`config.mk`:
```
export PLATFORM = sky130hd
export DESIGN_NAME = pc_fetch_controller
export DESIGN_NICKNAME = d
export VERILOG_FILES = /design/src/rtl/pc_ctrl_pkg.sv /design/src/rtl/pc_next_sel.sv /design/src/rtl/pc_fetch_controller.sv
export SDC_FILE = /design/constraint.sdc
export NUM_CORES = 1
export LEC_CHECK = 0
export CORE_ASPECT_RATIO = 1.1
export CORE_MARGIN = 2
export CORE_UTILIZATION = 46
export CTS_CLUSTER_DIAMETER = 30
export DETAILED_ROUTE_END_ITERATION = 6
export GPL_TIMING_DRIVEN = 0
export HOLD_SLACK_MARGIN = 0.02
export PLACE_DENSITY = 0.81
export SLEW_MARGIN = 20
export SYNTH_ARGS = -nofsm -noshare
export SYNTH_HDL_FRONTEND = slang
export SYNTH_HIERARCHICAL = 1
export SYNTH_SLANG_ARGS = --single-unit
```
`constraint.sdc`:
```
create_clock -name clk -period 2.8 [get_ports clk]
set_clock_uncertainty 0.15 [all_clocks]
set_input_delay 0.56 -clock clk [delete_from_list [all_inputs] [get_ports clk]]
set_output_delay 0.56 -clock clk [all_outputs]
set_load 0.02 [all_outputs]
```
`src/rtl/pc_ctrl_pkg.sv`:
```
// Shared types and constants for the PC / fetch controller.
// Holds the FSM state encoding and the default reset and trap vectors.
package pc_ctrl_pkg;

    typedef enum logic [1:0] {
        BOOT  = 2'd0,
        FETCH = 2'd1,
        HOLD  = 2'd2
    } state_t;

    localparam int WORD_BYTES = 4;

    localparam logic [31:0] DEF_RESET_VEC = 32'h0000_0000;
    localparam logic [31:0] DEF_TRAP_VEC  = 32'h0000_0080;

endpackage

```
`src/rtl/pc_next_sel.sv`:
```
// Next-PC selection: +4 incrementer and jump > branch > pending > sequential mux.
// Misaligned redirect targets trap when PC_CTRL_ALIGN_CHECK_EN is defined, else get masked.
module pc_next_sel
    import pc_ctrl_pkg::*;
#(
    parameter int               WIDTH    = 32,
    parameter logic [WIDTH-1:0] TRAP_VEC = WIDTH'(DEF_TRAP_VEC)
) (
    input  logic [WIDTH-1:0] pc,
    input  logic             jump,
    input  logic [WIDTH-1:0] jump_target,
    input  logic             branch_taken,
    input  logic [WIDTH-1:0] branch_target,
    input  logic             use_pend,
    input  logic [WIDTH-1:0] pend_tgt,
    output logic [WIDTH-1:0] pc_plus4,
    output logic [WIDTH-1:0] redir_tgt,
    output logic [WIDTH-1:0] next_pc,
    output logic             misaligned
);

    logic [WIDTH-1:0] raw;
    logic             is_tgt;

    assign pc_plus4  = pc + WIDTH'(WORD_BYTES);
    assign redir_tgt = jump ? jump_target : branch_target;

    // Priority mux: live redirect first, then a target deferred by a kill.
    always_comb begin
        raw    = pc_plus4;
        is_tgt = 1'b1;
        if (jump) begin
            raw = jump_target;
        end else if (branch_taken) begin
            raw = branch_target;
        end else if (use_pend) begin
            raw = pend_tgt;
        end else begin
            is_tgt = 1'b0;
        end
    end

`ifdef PC_CTRL_ALIGN_CHECK_EN
    // Misaligned target is replaced by the trap vector.
    always_comb begin
        misaligned = is_tgt && (raw[1:0] != 2'b00);
        next_pc    = misaligned ? TRAP_VEC : raw;
    end
`else
    logic unused_trap_vec;
    assign unused_trap_vec = ^TRAP_VEC;

    // Redirect targets are forced onto a word boundary.
    always_comb begin
        misaligned = 1'b0;
        next_pc    = raw;
        if (is_tgt) begin
            next_pc = {raw[WIDTH-1:2], 2'b00};
        end
    end
`endif

endmodule

```
`src/rtl/pc_fetch_controller.sv`:
```
// PC register and instruction-fetch handshake sequencer for the MIPS datapath.
// Optional misaligned-redirect trap is enabled by defining PC_CTRL_ALIGN_CHECK_EN.
module pc_fetch_controller
    import pc_ctrl_pkg::*;
#(
    parameter int               WIDTH     = 32,
    parameter logic [WIDTH-1:0] RESET_VEC = WIDTH'(DEF_RESET_VEC),
    parameter logic [WIDTH-1:0] TRAP_VEC  = WIDTH'(DEF_TRAP_VEC)
) (
    input  logic             clk,
    input  logic             rst,
    input  logic             stall,
    input  logic             branch_taken,
    input  logic [WIDTH-1:0] branch_target,
    input  logic             jump,
    input  logic [WIDTH-1:0] jump_target,
    output logic             imem_req,
    output logic [WIDTH-1:0] imem_addr,
    input  logic             imem_ack,
    output logic             instr_valid,
    output logic [WIDTH-1:0] instr_pc,
    output logic [WIDTH-1:0] pc,
    output logic [WIDTH-1:0] pc_plus4,
    output logic             trap
);

    state_t           state;
    state_t           state_nx;
    logic             kill;
    logic [WIDTH-1:0] pend_tgt;
    logic [WIDTH-1:0] redir_tgt;
    logic [WIDTH-1:0] next_pc;
    logic             misaligned;
    logic             redirect;
    logic             accept;
    logic             in_fetch;
    logic             in_hold;

    assign redirect  = jump | branch_taken;
    assign in_fetch  = (state == FETCH);
    assign in_hold   = (state == HOLD);
    assign accept    = in_fetch & imem_ack;
    assign imem_addr = pc;

    pc_next_sel #(
        .WIDTH    (WIDTH),
        .TRAP_VEC (TRAP_VEC)
    ) u_next (
        .pc            (pc),
        .jump          (jump),
        .jump_target   (jump_target),
        .branch_taken  (branch_taken),
        .branch_target (branch_target),
        .use_pend      (kill),
        .pend_tgt      (pend_tgt),
        .pc_plus4      (pc_plus4),
        .redir_tgt     (redir_tgt),
        .next_pc       (next_pc),
        .misaligned    (misaligned)
    );

    // State register.
    always_ff @(posedge clk) begin
        if (!rst) begin
            state <= BOOT;
        end else begin
            state <= state_nx;
        end
    end

    // Next state: stall only takes effect once the outstanding fetch is accepted.
    always_comb begin
        state_nx = state;
        unique case (state)
            BOOT:  state_nx = FETCH;
            FETCH: begin
                if (imem_ack) begin
                    state_nx = stall ? HOLD : FETCH;
                end
            end
            HOLD:  state_nx = stall ? HOLD : FETCH;
            default: state_nx = BOOT;
        endcase
    end

    // Request is asserted for the whole time the FSM sits in FETCH.
    always_comb begin
        imem_req = in_fetch;
    end

    // PC, kill tracking and completed-fetch outputs.
    always_ff @(posedge clk) begin
        if (!rst) begin
            pc          <= RESET_VEC;
            instr_pc    <= '0;
            instr_valid <= 1'b0;
            kill        <= 1'b0;
            pend_tgt    <= '0;
        end else begin
            instr_valid <= 1'b0;
            if (accept) begin
                instr_valid <= ~(kill | redirect);
                instr_pc    <= pc;
                pc          <= next_pc;
                kill        <= 1'b0;
            end else if (in_fetch && redirect) begin
                kill     <= 1'b1;
                pend_tgt <= redir_tgt;
            end else if (in_hold && redirect) begin
                pc <= next_pc;
            end
        end
    end

`ifdef PC_CTRL_ALIGN_CHECK_EN
    logic trap_q;
    logic load_pc;

    assign load_pc = accept | (in_hold & redirect);
    assign trap    = trap_q;

    // Trap pulses on the edge that loads a misaligned target.
    always_ff @(posedge clk) begin
        if (!rst) begin
            trap_q <= 1'b0;
        end else begin
            trap_q <= load_pc & misaligned;
        end
    end
`else
    logic unused_misaligned;
    assign unused_misaligned = misaligned;
    assign trap = 1'b0;
`endif

endmodule

```
# Word level (Yosys, flattened, before mapping)
# Cells that the tools add are included.
[op_classes]
add_sub_neg = 1
n_eq_ne = 4
muxes = 14
bitwise_logic = 6
reduce_logical = 8
[ops]
columns = ["operator", "count"]
rows = [
  ["32-bit 2-to-1 mux", 7],
  ["32-bit by 3-bit adder with 32-bit output, second input constant", 1],
  ["2-bit 2-to-1 mux", 3],
  ["2-bit case mux with 3 select lines", 1],
  ["2-bit AND reduction", 3],
  ["2-bit inequality test, second input constant", 2],
  ["1-bit 2-to-1 mux", 3],
  ["1-bit NOT", 3],
  ["2-bit by 1-bit equality test with 1-bit output, second input constant", 1],
  ["2-bit equality test, second input constant", 1],
  ["1-bit logical AND", 2],
  ["2-bit logical NOT", 1],
  ["1-bit OR", 2],
  ["2-bit nonzero test", 1],
  ["2-bit OR reduction", 1],
  ["1-bit bitwise AND", 1],
]
[word_totals]
register_bits = 100
inputBits = 70
out_inout_bits = 131
wordCells = 39

# Depth between registers and ports, before layout
[depth]
ltp_word = 8
mapped_depth = 8

# Modules after synthesis
# The synthesis kept the hierarchy.
[by_module_without_submodules]
columns = ["module", "n_inst", "cells_each", "area_per_inst_um2", "seq_area_each_um2"]
rows = [
  ["pc_fetch_controller", 1, 482, 4167.7, 2001.9],
  ["pc_next_sel", 1, 254, 1736.7, 0.0],
]

# Least setup slack after synthesis
# Ideal clock, no wire load.
[synth_path]
path_type = "reg-to-output"
from = "reg pc[2] (netlist: imem_addr[2])"
to = "out pc_plus4[28]"
arrival_ns = 2.031
required_time_ns = 2.090
slack_ns = 0.059
path_stages_with_launch = 6
cell_sequence = "dfxtp_1 ha_1 nand3_1 nor4_4 nor4b_2 xor2_1"
[synth_between]
elab_chain_len = 1
[synth_rtl]
columns = ["element", "line_no", "rtl"]
rows = [
  ["start, declared", "pc_fetch_controller.sv:22", "output logic [WIDTH-1:0] pc,"],
  ["start signal, assigned", "pc_fetch_controller.sv:104", "pc <= next_pc;"],
  ["start signal, assigned", "pc_fetch_controller.sv:110", "pc <= next_pc;"],
  ["32-bit by 3-bit adder with 32-bit output", "pc_next_sel.sv:25", "assign pc_plus4 = pc + WIDTH'(WORD_BYTES);"],
  ["end, declared", "pc_fetch_controller.sv:23", "output logic [WIDTH-1:0] pc_plus4,"],
]
# Every way passes these cells.

# Worst setup path after layout
# Same ends and word-level chain as after synthesis.

==> flow_summary.json <==
{
  "worst_setup_path_end_kind": "primary output",
  "dpl.hpwl_um": 13800,
  "grt_setup_unrepaired": "true",
  "ctsRootBufferMaster": "clkbuf_16",
  "violations": "setup timing",
  "drtIter0Drc": 475,
  "min_delay_worst_endpoint": "instr_pc[3]",
  "drt-vias-per-instance": 5.52,
  "r2r_end": "imem_addr[27]",
  "drive_above_1_share_pct": 22.9,
  "drc": 0,
  "die_w_um": 111,
  "crit_path_start_kind": "flip-flop",
  "core_um2": 12500,
  "grt-ovfl-total": 0,
  "num_rows": 43,
  "layout_commonest_cell": "nand2_1",
  "syn_to_final_growth_pct": 53.1,
  "syn_nets": 800,
  "grt_pass1_vias": 6229,
  "fin_crit_sh_pct": 102,
  "hold_path_class": "flip-flop to flip-flop",
  "clk_pin_slew_ns": 0.07,
  "dieArea_um2": 13500,
  "fin_crit_ns": 2.87,
  "synth_warnings": 6,
  "ff2ff_path_depth": 12,
  "slew_headroom_pct": 51.4,
  "htreeDepth": 3,
  "nets": 1049,
  "dr_total_vias": 6270,
  "post-place-ws_ns": -0.668,
  "port_buffers": 195,
  "worst_slack_ns": -0.0672,
  "drt-total-wl_um": 20200,
  "p_seq_share_pct": 36.9,
  "whs_path_depth": 2,
  "clock_latency_ns": 0.36,
  "drt-pass1-iter-count": 5,
  "cts_made_buffers": 9,
  "pin_count": 201,
  "path_cells": "ha_4, nand3_4, nor4_4, buf_6, nor4b_4, xor2_1, buf_4",
  "r2r_setup_slack_ns": 0.13,
  "hold_ws_ns": 0.306,
  "cts_sinks": 98,
  "fmax_mhz": 349,
  "power_density_nw_per_um2": 505,
  "wl_per_cell_um": 17.8,
  "grt_antenna_before_repair": 0,
  "cts_tree": "done",
  "p_clk_share_pct": 29.6,
  "place_congestion": 0.895,
  "p_int_mw": 2.96,
  "vdd_ir_drop_max_mv": 0.292,
  "max_stage_delay_ns": 0.40,
  "reg2reg_from": "imem_addr[3]",
  "ant_nets": 0,
  "hold_viol_final": 0,
  "combPwrFrac_pct": 33.5,
  "p_switching_mw": 1.52,
  "p_leak_nw": 3.83,
  "swShare_pct": 33.8,
  "worst_pin_slew_ns": 0.729,
  "synthCells": 724,
  "setup_viol": 7,
  "status": "complete, but fails checks",
  "cts_hold_buf": 0,
  "final_util_pct": 71.1,
  "maxCapViolations": 0,
  "slew_viol_final": 0,
  "fp.dieH_um": 122,
  "grt_usage_pct": 28.8,
  "crit_type": "flip-flop to primary output",
  "fin_tns_setup_ns": -0.273,
  "final_cell_mix": "nand2_1 (205), clkdlybuf4s50_1 (169), buf_4 (85), mux2i_1 (71), dfxtp_1 (71)",
  "synth.cell_area_um2": 5800,
  "diodes": 0,
  "final_cells": 1135,
  "cp_slowest_cell": "dfxtp_4",
  "clock_path_buffers": 2,
  "grt_max_degree": 18,
  "initial_core_util_pct": 46.4,
  "worstPathMaxFanout": 7,
  "dp_cells": 1076,
  "syn_avg_cell_area_um2": 8.00,
  "worstPathRequired_ns": 2.09,
  "grt_pass1_wl_um": 31000,
  "crit_arrival_ns": 2.16,
  "hp-start": "instr_pc[3]",
  "crit_path_start": "imem_addr[2]"
}
==> worst max path at each step <==
stage          cells past startpoint  slack [ns]           end
3_5_place_dp                       6       -0.67  pc_plus4[28]
3_3_place_gp                       6       -0.68  pc_plus4[28]
2_1_floorplan                      5        0.06  pc_plus4[28]
4_1_cts                            7       -0.05  pc_plus4[28]
6_report                           7       -0.07  pc_plus4[28]
5_1_grt                            7       -0.18  pc_plus4[28]
==> state kept, by name, summed over array words and instances (netlist names) <==
signal,flops
state,2
instr_pc,32
kill,1
pend_tgt,30
instr_valid,1
imem_addr,32
==> timing repair <==
action	CTS	global route
buffers inserted	32	13
resized for setup	140	37
hold endpoints to repair	0	0
pin swaps	13	13
setup endpoints to repair	27	35
==> critical path: cells and delay by family, from the launching register on <==
family / cells / cell delay [ns]
flip-flops: 1 / 0.40
AND/OR/NAND/NOR: 3 / 0.65
buffers and inverters: 2 / 0.35
adder cells (fa/ha/maj): 1 / 0.17
XOR/XNOR: 1 / 0.23
==> per-stage QoR <==
step	power, mW	instance area (um2)
after global routing	4.64	8870
after detailed placement	3.06	7940
after floorplan	2.49	5800
final	4.48	8870
after CTS	4.42	8680
after global placement	3.04	7940
==> layout make-up <==
cell class              instances  area, um2
inverters                       8       30.0
flip-flops and latches         98       2030
clock buffers                  10        239
plain buffers                  81        514
clock inverters                 6       71.3
multi-input cells             536       3530
well taps                     157        196
fillers                       951       3610
repair buffers                239       2260
==> power by group through the flow <==
stage | clock network (mW) | logic [mW] | registers [mW]
6_report | 1.33 | 1.50 | 1.65
3_3_place_gp | 0 | 1.35 | 1.69
4_1_cts | 1.33 | 1.45 | 1.65
2_1_floorplan | 0 | 0.781 | 1.71
3_5_place_dp | 0 | 1.37 | 1.69
5_1_grt | 1.38 | 1.59 | 1.67
==> per-layer routing <==
metal	vias to the layer above	part of all wire [%]	GRT usage, %	wire length (um)
li1	2906	-	-	-
met1	2919	39	32.5	7840
met2	366	48	50.3	9730
met3	79	8.7	7.31	1760
met4	0	4.4	15.5	882
met5	-	0	0	0
Note: power is estimated with default switching activity, not from simulation.
